`config.mk`:
```
export PLATFORM = sky130hd
export DESIGN_NAME = ecc_operand_streamer
export DESIGN_NICKNAME = d
export VERILOG_FILES = /design/src/rtl/ecc_operand_streamer.sv
export SDC_FILE = /design/constraint.sdc
export NUM_CORES = 1
export LEC_CHECK = 0
export BUFFER_PORTS_ARGS = -buffer_cell sky130_fd_sc_hd__buf_2
export CAP_MARGIN = 25
export CORE_ASPECT_RATIO = 1.75
export CORE_MARGIN = 2
export CORE_UTILIZATION = 51
export DETAILED_ROUTE_END_ITERATION = 10
export PLACE_DENSITY = 0.83
export SETUP_SLACK_MARGIN = 0.3
export SKIP_CTS_REPAIR_TIMING = 1
export SYNTH_ARGS = -nofsm -noshare
export SYNTH_HDL_FRONTEND = slang
export SYNTH_SLANG_ARGS = --single-unit
```
`constraint.sdc`:
```
create_clock -name i_clk -period 2.1 [get_ports i_clk]
set_clock_uncertainty 0.2 [all_clocks]
set_input_delay 0.21 -clock i_clk [delete_from_list [all_inputs] [get_ports i_clk]]
set_output_delay 0.21 -clock i_clk [all_outputs]
set_load 0.05 [all_outputs]
```
`src/rtl/ecc_operand_streamer.sv`:
```
// ecc_operand_streamer
//   Host-side front end for the ECC scalar-multiply core. A request (curve a,
//   prime, Px, Py, key k) is latched as parallel SIZE-bit words and serialised
//   MSB nibble first onto the core's 4-bit buses, with o_start on beat 0. The
//   block then waits for i_core_done, captures (kPx, kPy) and presents them to
//   the host under a valid/ready handshake.
//
//   Optional build macro: ECC_TIMEOUT_EN
//     When defined, a wait counter aborts WAIT after TIMEOUT cycles without
//     i_core_done and raises the sticky o_timeout flag. When undefined, WAIT
//     is unbounded and o_timeout is tied low.
//
// Ports
//   i_clk, i_rst                 clock, synchronous active-high reset
//   i_valid / o_ready            host request handshake (o_ready only in IDLE)
//   i_a,i_prime,i_px,i_py,i_k    request operands, sampled on accept
//   o_start                      one-cycle start pulse, coincides with beat 0
//   o_a,o_prime,o_px,o_py,o_k    nibble streams to the core (0 outside SEND)
//   i_core_done,i_core_x/y       core completion strobe and result
//   o_res_valid,o_res_x/y        captured result, held in HOLD
//   i_res_ready                  host consumes the result
//   o_busy                       high in every state except IDLE
//   o_timeout                    sticky abort flag
module ecc_operand_streamer #(
   parameter int SIZE    = 32,
   parameter int NIBBLES = SIZE / 4,
   parameter int TIMEOUT = 15000
) (
   input  logic            i_clk,
   input  logic            i_rst,
   input  logic            i_valid,
   output logic            o_ready,
   input  logic [SIZE-1:0] i_a,
   input  logic [SIZE-1:0] i_prime,
   input  logic [SIZE-1:0] i_px,
   input  logic [SIZE-1:0] i_py,
   input  logic [SIZE-1:0] i_k,
   output logic            o_start,
   output logic [3:0]      o_a,
   output logic [3:0]      o_prime,
   output logic [3:0]      o_px,
   output logic [3:0]      o_py,
   output logic [3:0]      o_k,
   input  logic            i_core_done,
   input  logic [SIZE-1:0] i_core_x,
   input  logic [SIZE-1:0] i_core_y,
   output logic            o_res_valid,
   output logic [SIZE-1:0] o_res_x,
   output logic [SIZE-1:0] o_res_y,
   input  logic            i_res_ready,
   output logic            o_busy,
   output logic            o_timeout
);

   localparam int BW = (NIBBLES > 1) ? $clog2(NIBBLES) : 1;

   typedef enum logic [1:0] {S_IDLE, S_SEND, S_WAIT, S_HOLD} state_t;

   state_t state, state_nx;

   // Operand shift registers, index 0..4 = a, prime, px, py, k.
   logic [4:0][SIZE-1:0] sh;
   logic [BW-1:0]        beat;
   logic [SIZE-1:0]      res_x, res_y;

   logic accept;
   logic capture;
   logic last_beat;

   assign last_beat = (beat == BW'(NIBBLES - 1));

`ifdef ECC_TIMEOUT_EN
   localparam int WCW = (TIMEOUT > 1) ? $clog2(TIMEOUT) : 1;
   logic [WCW-1:0] wait_cnt;
   logic           wait_expire;
   logic           timeout_fire;
   logic           timeout_q;

   assign wait_expire = (wait_cnt == WCW'(TIMEOUT - 1));
`endif

   // State register
   always_ff @(posedge i_clk) begin
      if (i_rst) state <= S_IDLE;
      else       state <= state_nx;
   end

   // Next state and handshake strobes
   always_comb begin
      state_nx = state;
      accept   = 1'b0;
      capture  = 1'b0;
`ifdef ECC_TIMEOUT_EN
      timeout_fire = 1'b0;
`endif
      case (state)
         S_IDLE: begin
            if (i_valid) begin
               accept   = 1'b1;
               state_nx = S_SEND;
            end
         end
         S_SEND: begin
            if (last_beat) state_nx = S_WAIT;
         end
         S_WAIT: begin
            // A done on the same cycle as expiry still wins.
            if (i_core_done) begin
               capture  = 1'b1;
               state_nx = S_HOLD;
            end
`ifdef ECC_TIMEOUT_EN
            else if (wait_expire) begin
               timeout_fire = 1'b1;
               state_nx     = S_IDLE;
            end
`endif
         end
         S_HOLD: begin
            if (i_res_ready) state_nx = S_IDLE;
         end
         default: state_nx = S_IDLE;
      endcase
   end

   // Operand serialiser and result capture
   always_ff @(posedge i_clk) begin
      if (i_rst) begin
         sh    <= '0;
         beat  <= '0;
         res_x <= '0;
         res_y <= '0;
      end else begin
         if (accept) begin
            sh[0] <= i_a;
            sh[1] <= i_prime;
            sh[2] <= i_px;
            sh[3] <= i_py;
            sh[4] <= i_k;
            beat  <= '0;
         end else if (state == S_SEND) begin
            for (int i = 0; i < 5; i++) sh[i] <= sh[i] << 4;
            beat <= beat + 1'b1;
         end
         if (capture) begin
            res_x <= i_core_x;
            res_y <= i_core_y;
         end
      end
   end

`ifdef ECC_TIMEOUT_EN
   // Counter runs only while waiting; it is held at zero elsewhere so every
   // WAIT entry starts a fresh TIMEOUT window.
   always_ff @(posedge i_clk) begin
      if (i_rst) begin
         wait_cnt  <= '0;
         timeout_q <= 1'b0;
      end else begin
         if (state == S_WAIT) wait_cnt <= wait_cnt + 1'b1;
         else                 wait_cnt <= '0;
         if (accept)            timeout_q <= 1'b0;
         else if (timeout_fire) timeout_q <= 1'b1;
      end
   end
   assign o_timeout = timeout_q;
`else
   assign o_timeout = 1'b0;
`endif

   // Outputs
   always_comb begin
      o_ready     = (state == S_IDLE);
      o_busy      = (state != S_IDLE);
      o_res_valid = (state == S_HOLD);
      o_res_x     = res_x;
      o_res_y     = res_y;
      o_start     = 1'b0;
      o_a         = 4'h0;
      o_prime     = 4'h0;
      o_px        = 4'h0;
      o_py        = 4'h0;
      o_k         = 4'h0;
      if (state == S_SEND) begin
         o_start = (beat == '0);
         o_a     = sh[0][SIZE-1 -: 4];
         o_prime = sh[1][SIZE-1 -: 4];
         o_px    = sh[2][SIZE-1 -: 4];
         o_py    = sh[3][SIZE-1 -: 4];
         o_k     = sh[4][SIZE-1 -: 4];
      end
   end

endmodule

```
### Yosys cells after proc, flatten, opt, wreduce, memory -nomap -nowiden

Index checks and enable logic that the tools add are counted.

* register bits: 229
* input port bits: 229
* output and inout bits: 89
* logic and storage cells: 41

* add/sub/neg operators: 1
* equality and inequality tests: 8
* mux-type cells: 17
* reduce and logical (&&, ||, !) cells: 6

Operators with widths (number)
* 160-bit two-way mux: 2
* 4-bit two-way mux: 5
* 2-bit two-way mux: 4
* 2-bit one-hot mux with 4 select lines: 1
* 2-bit != test (second input constant): 3
* 1-bit two-way mux: 5
* 2-bit equality test (second input constant): 2
* 4-bit AND reduction: 1
* 2-bit nonzero test: 2
* 3-bit by 1-bit adder with 3-bit output (second input constant): 1
* 3-bit equality test (second input constant): 1
* 3-bit zero test: 1
* 2-bit by 1-bit equality test with 1-bit output (second input constant): 1
* 2-bit zero test: 1
* 2-bit by 1-bit != test with 1-bit output (second input constant): 1
* 2-bit OR reduction: 1

### Depth between registers and ports, before layout

* depth in word-level cells: 3
* gate-level depth with buffers: 7
* gate-level depth less buffers: 5

### Worst setup path before layout

No wires, ideal clock.

* kind: register -> output
* from: register state[1]
* to: output o_start
* arrival time: 1.702 ns
* data required time: 1.690 ns
* setup slack: -0.012 ns
* cell stages (with the launch flop): 8
* buffers on the path: 3
* cell sequence: dfxtp_1 -> inv_1 -> ha_1 -> buf_4 -> buf_6 -> clkbuf_1 -> nand2_1 -> nor2_1

* word-level cells in the longest chain between the ends: 2

Ends and longest elaborated chain
* from (decl): line 59 `state_t state, state_nx;`
* from (signal assigned): line 85 `else state <= state_nx;`
* 2-bit by 1-bit equality test with 1-bit output: line 184 `if (state == S_SEND) begin`
* 1-bit two-way mux: line 184
* to (decl): line 38 `output logic o_start,`

No other way between the ends.

### Worst setup path in the final report

* from: register state[1]
* to: register sh[112] (netlist bit)

* word-level cells in the longest chain between the ends: 3
* elaborated cells on any way between the ends: 5
* those cells by class: 1 x eq/ne; 2 x mux; 2 x reduce/logical

Ends and longest elaborated chain
* 2-bit zero test: line 96 `case (state)`
* 1-bit two-way mux: line 96
* 160-bit two-way mux / 2-bit nonzero test (equally long branches)
* to (decl): line 62 `logic [4:0][SIZE-1:0] sh;`

Several ways; a longest one is shown, not always the timed one.
A chain may end at the register's enable or synchronous reset.

==> results by group <==
Floorplan
  • Initial Util: roughly 52%
  • Die footprint: between 20000 and 25000 um2
  • Core Box Area: about 19000 um2
  • Num rows: 66
  • Die width: about 110 um
  • Io pins: about 320
  • Die Y-Extent: 186.4 um

Power
  • Switching share of power: between 30% and 40%
  • Clock share of power: a little over a fifth
  • Psw: between 7 and 8 mW
  • Sequential share of power: around a third
  • P_leak: about 6.5 nW
  • Internal: 11.66 mW
  • Max IR drop VDD: 0.9134 mV
  • Pwr per Cell Area: 1215 nW/um2
  • Share of total power in combinational logic: a little under half

Min path
  • HP Class: in -> reg
  • Worst Hold End: state[0]$_SDFFE_PP0P_
  • Hold Path Cell Cnt: 3
  • Worst hold path startpoint: i_valid

Drt
  • Antenna-violating nets left: 0
  • TritonRoute pass-1 iters: 6
  • Via count: ~11000
  • Vias per cell: around 5.8
  • Initial DRC Count: between 700 and 800
  • DRC: 0
  • Routed WL per cell: about 22 um
  • Detailed Route WL: 41690 um

STA
  • Unrepaired setup endpoints after global routing: yes
  • Final period util: 105.9%
  • Slew Viols, Final: 0
  • Period minus WS final: 2.224 ns
  • Max-slew headroom: between 50% and 60%
  • Setup violators final: 1
  • Fin. Hold Viols: 0
  • Final setup margin: -0.1238 ns
  • Fmax achieved: about 450 MHz
  • Slew @ Worst Pin: roughly 0.66 ns

Outcome
  • Violated checks: setup timing
  • Status: finished with violations

Global routing
  • First-pass GRT wire length: slightly above 40000 um
  • Vias in the first global route: approximately 8400
  • GR Overflow Total: 0
  • Total Routing Usage GR: approximately a quarter
  • Initial antenna violation count: 8
  • Largest net degree at the start of global routing: 101

Worst setup path
  • Worst path required time: approximately 2.2 ns
  • R2r setup slk: -0.12 ns
  • Worst R2R End: sh[112]$_SDFFE_PP0P_
  • WP data arrival: between 2 and 2.5 ns
  • Origin of the critical flop-to-flop path: state[1]$_SDFFE_PP0P_
  • CP Capture Type: flip-flop
  • Startpoint types: flip-flop
  • R2R depth: 7
  • CP Class: reg -> reg
  • Crit path max fanout: 9

Clock network
  • Root Driver: clkbuf_16
  • Clk sinks: 229
  • Clock transition at the registers of the reported paths: roughly 0.080 ns
  • Cts bufs inserted: 21
  • Longest Clk Path Bufs: 3
  • TritonCTS clock tree: done
  • Clk_lat worst skew: 0.51 ns
  • H-tree depth: 1

Finish
  • Commonest non-fill, non-tap cell in the layout: buf_2
  • Area of the multi-input gates: between 4000 and 5000 um2
  • Reg area: 4587 um2
  • Final core occ: around 84%
  • Most frequent cells in the layout: 292 x buf_2, 227 x dfxtp_1, 226 x dlygate4sd3_1
  • Layout cells sized above 1: roughly 30%
  • Fillcell total: between 800 and 900
  • Synth-to-layout area growth: 60.16%
  • Layout Nets: around 1800

Placement
  • Buffers on Ports: ~320
  • Setup WS pre-CTS: 0.1509 ns
  • Routability congestion estimate: ~0.83
  • Post-DP HPWL: around 18000 um

Synthesis
  • Yosys Warn Count: 0
  • Yosys cell types: 22
  • Sequential element share of the synthesized area: roughly 47%
  • Cell count after synthesis: 1053
  • Synthesized area: slightly below 10000 um2
  • Post-synthesis area per instance: about 9.2 um2
  • #FFs+latches synth: 229
  • Post-Syn Nets: between 1000 and 1500

Run
  • Max cap viols: 0
-- registers in the layout (all words and copies together), names as in the netlist --
signal	cells
o_res_y	32
beat	3
sh	160
o_res_x	32
state	2
-- Yosys cell counts, drive strengths merged --
master  instances  share of area [%]
nand2b          6               0.39
nor3            3               0.15
conb            1              0.039
clkbuf         32                1.2
o21bai          1              0.077
a21oi          84                4.3
nor2          141                5.5
dfxtp         229                 47
buf            65                5.2
nand3b         20                1.5
inv             5               0.19
xnor2           1              0.090
mux2i         144                 15
o2111a          1               0.12
nand2         151                5.8
and2           22                1.4
a211oi        140                 11
ha              7               0.90
-- power groups by stage --
stage	clock network (mW)	logic, mW	registers (mW)
floorplan	0	4.45	6.35
global placement	0	5.76	6.10
detailed placement	0	5.90	6.15
CTS	4.00	5.95	6.07
global route	4.23	8.96	6.30
finish	4.04	8.57	6.25
-- kinds of logic (layout without fill, tap and decap cells) --
group           Yosys count  in the layout  synth area share (%)
compound gates          226            226                 15.38
buf+inv                 102            665                 6.585
mux                     144            144                 14.87
flops                   229            229                 47.31
xor+xnor                  1              1               0.09040
fa+ha+maj                 7              7                0.9038
other cells               1              7               0.03870
simple gates            343            343                 14.82
-- critical path, stage by stage, from the launching register on --
cell	delay, ns
dfxtp_2	0.33
inv_2	0.07
ha_4	0.25
buf_4	0.17
buf_4	0.15
clkbuf_16	0.20
mux2i_1	0.09
a211oi_1	0.60
-- final cells by class --
class	instances	share of cell area (%)
Antenna cell	6	0.09674
Sequential cell	229	29.55
Timing Repair Buffer	622	33.48
Clock inverter	12	0.8626
Clock buffer	26	3.765
Inverter	5	0.1371
Tap cell	238	1.919
Multi-Input combinational cell	722	30.18
-- worst max-delay path by stage --
stage          cells after the start                    end                   from
2_1_floorplan                      5  state[0]$_SDFFE_PP0P_  state[0]$_SDFFE_PP0P_
3_3_place_gp                       7   sh[157]$_SDFFE_PP0P_  state[0]$_SDFFE_PP0P_
3_5_place_dp                       7   sh[134]$_SDFFE_PP0P_  state[0]$_SDFFE_PP0P_
4_1_cts                            5                o_px[0]  state[1]$_SDFFE_PP0P_
5_1_grt                            6   sh[112]$_SDFFE_PP0P_  state[0]$_SDFFE_PP0P_
6_report                           7   sh[112]$_SDFFE_PP0P_  state[1]$_SDFFE_PP0P_
-- stage by stage --
step | power, mW | hold slack, ns | cell area [um2] | setup TNS, ns | instances
6_report | 18.86 | 0.09318 | 15520 | -0.1238 | 1860
3_3_place_gp | 11.86 | 0.2386 | 11460 | 0 | 1541
2_1_floorplan | 10.80 | 0.1460 | 9726 | 0 | 1053
5_1_grt | 19.49 | 0.1144 | 15520 | -0.3220 | 1859
4_1_cts | 16.02 | -0.2809 | 12170 | -4.632 | 1579
3_5_place_dp | 12.04 | 0.2442 | 11460 | 0 | 1541
-- per-layer routing --
metal | global-route usage [%] | routed length (um) | part of all wire, %
met1 | 28.85 | 14070 | 34
met2 | 42.86 | 20330 | 49
met3 | 6.392 | 3991 | 9.6
met4 | 8.826 | 3285 | 7.9
met5 | 0 | 14 | 0.034
Power figures use the tool's default switching activity.
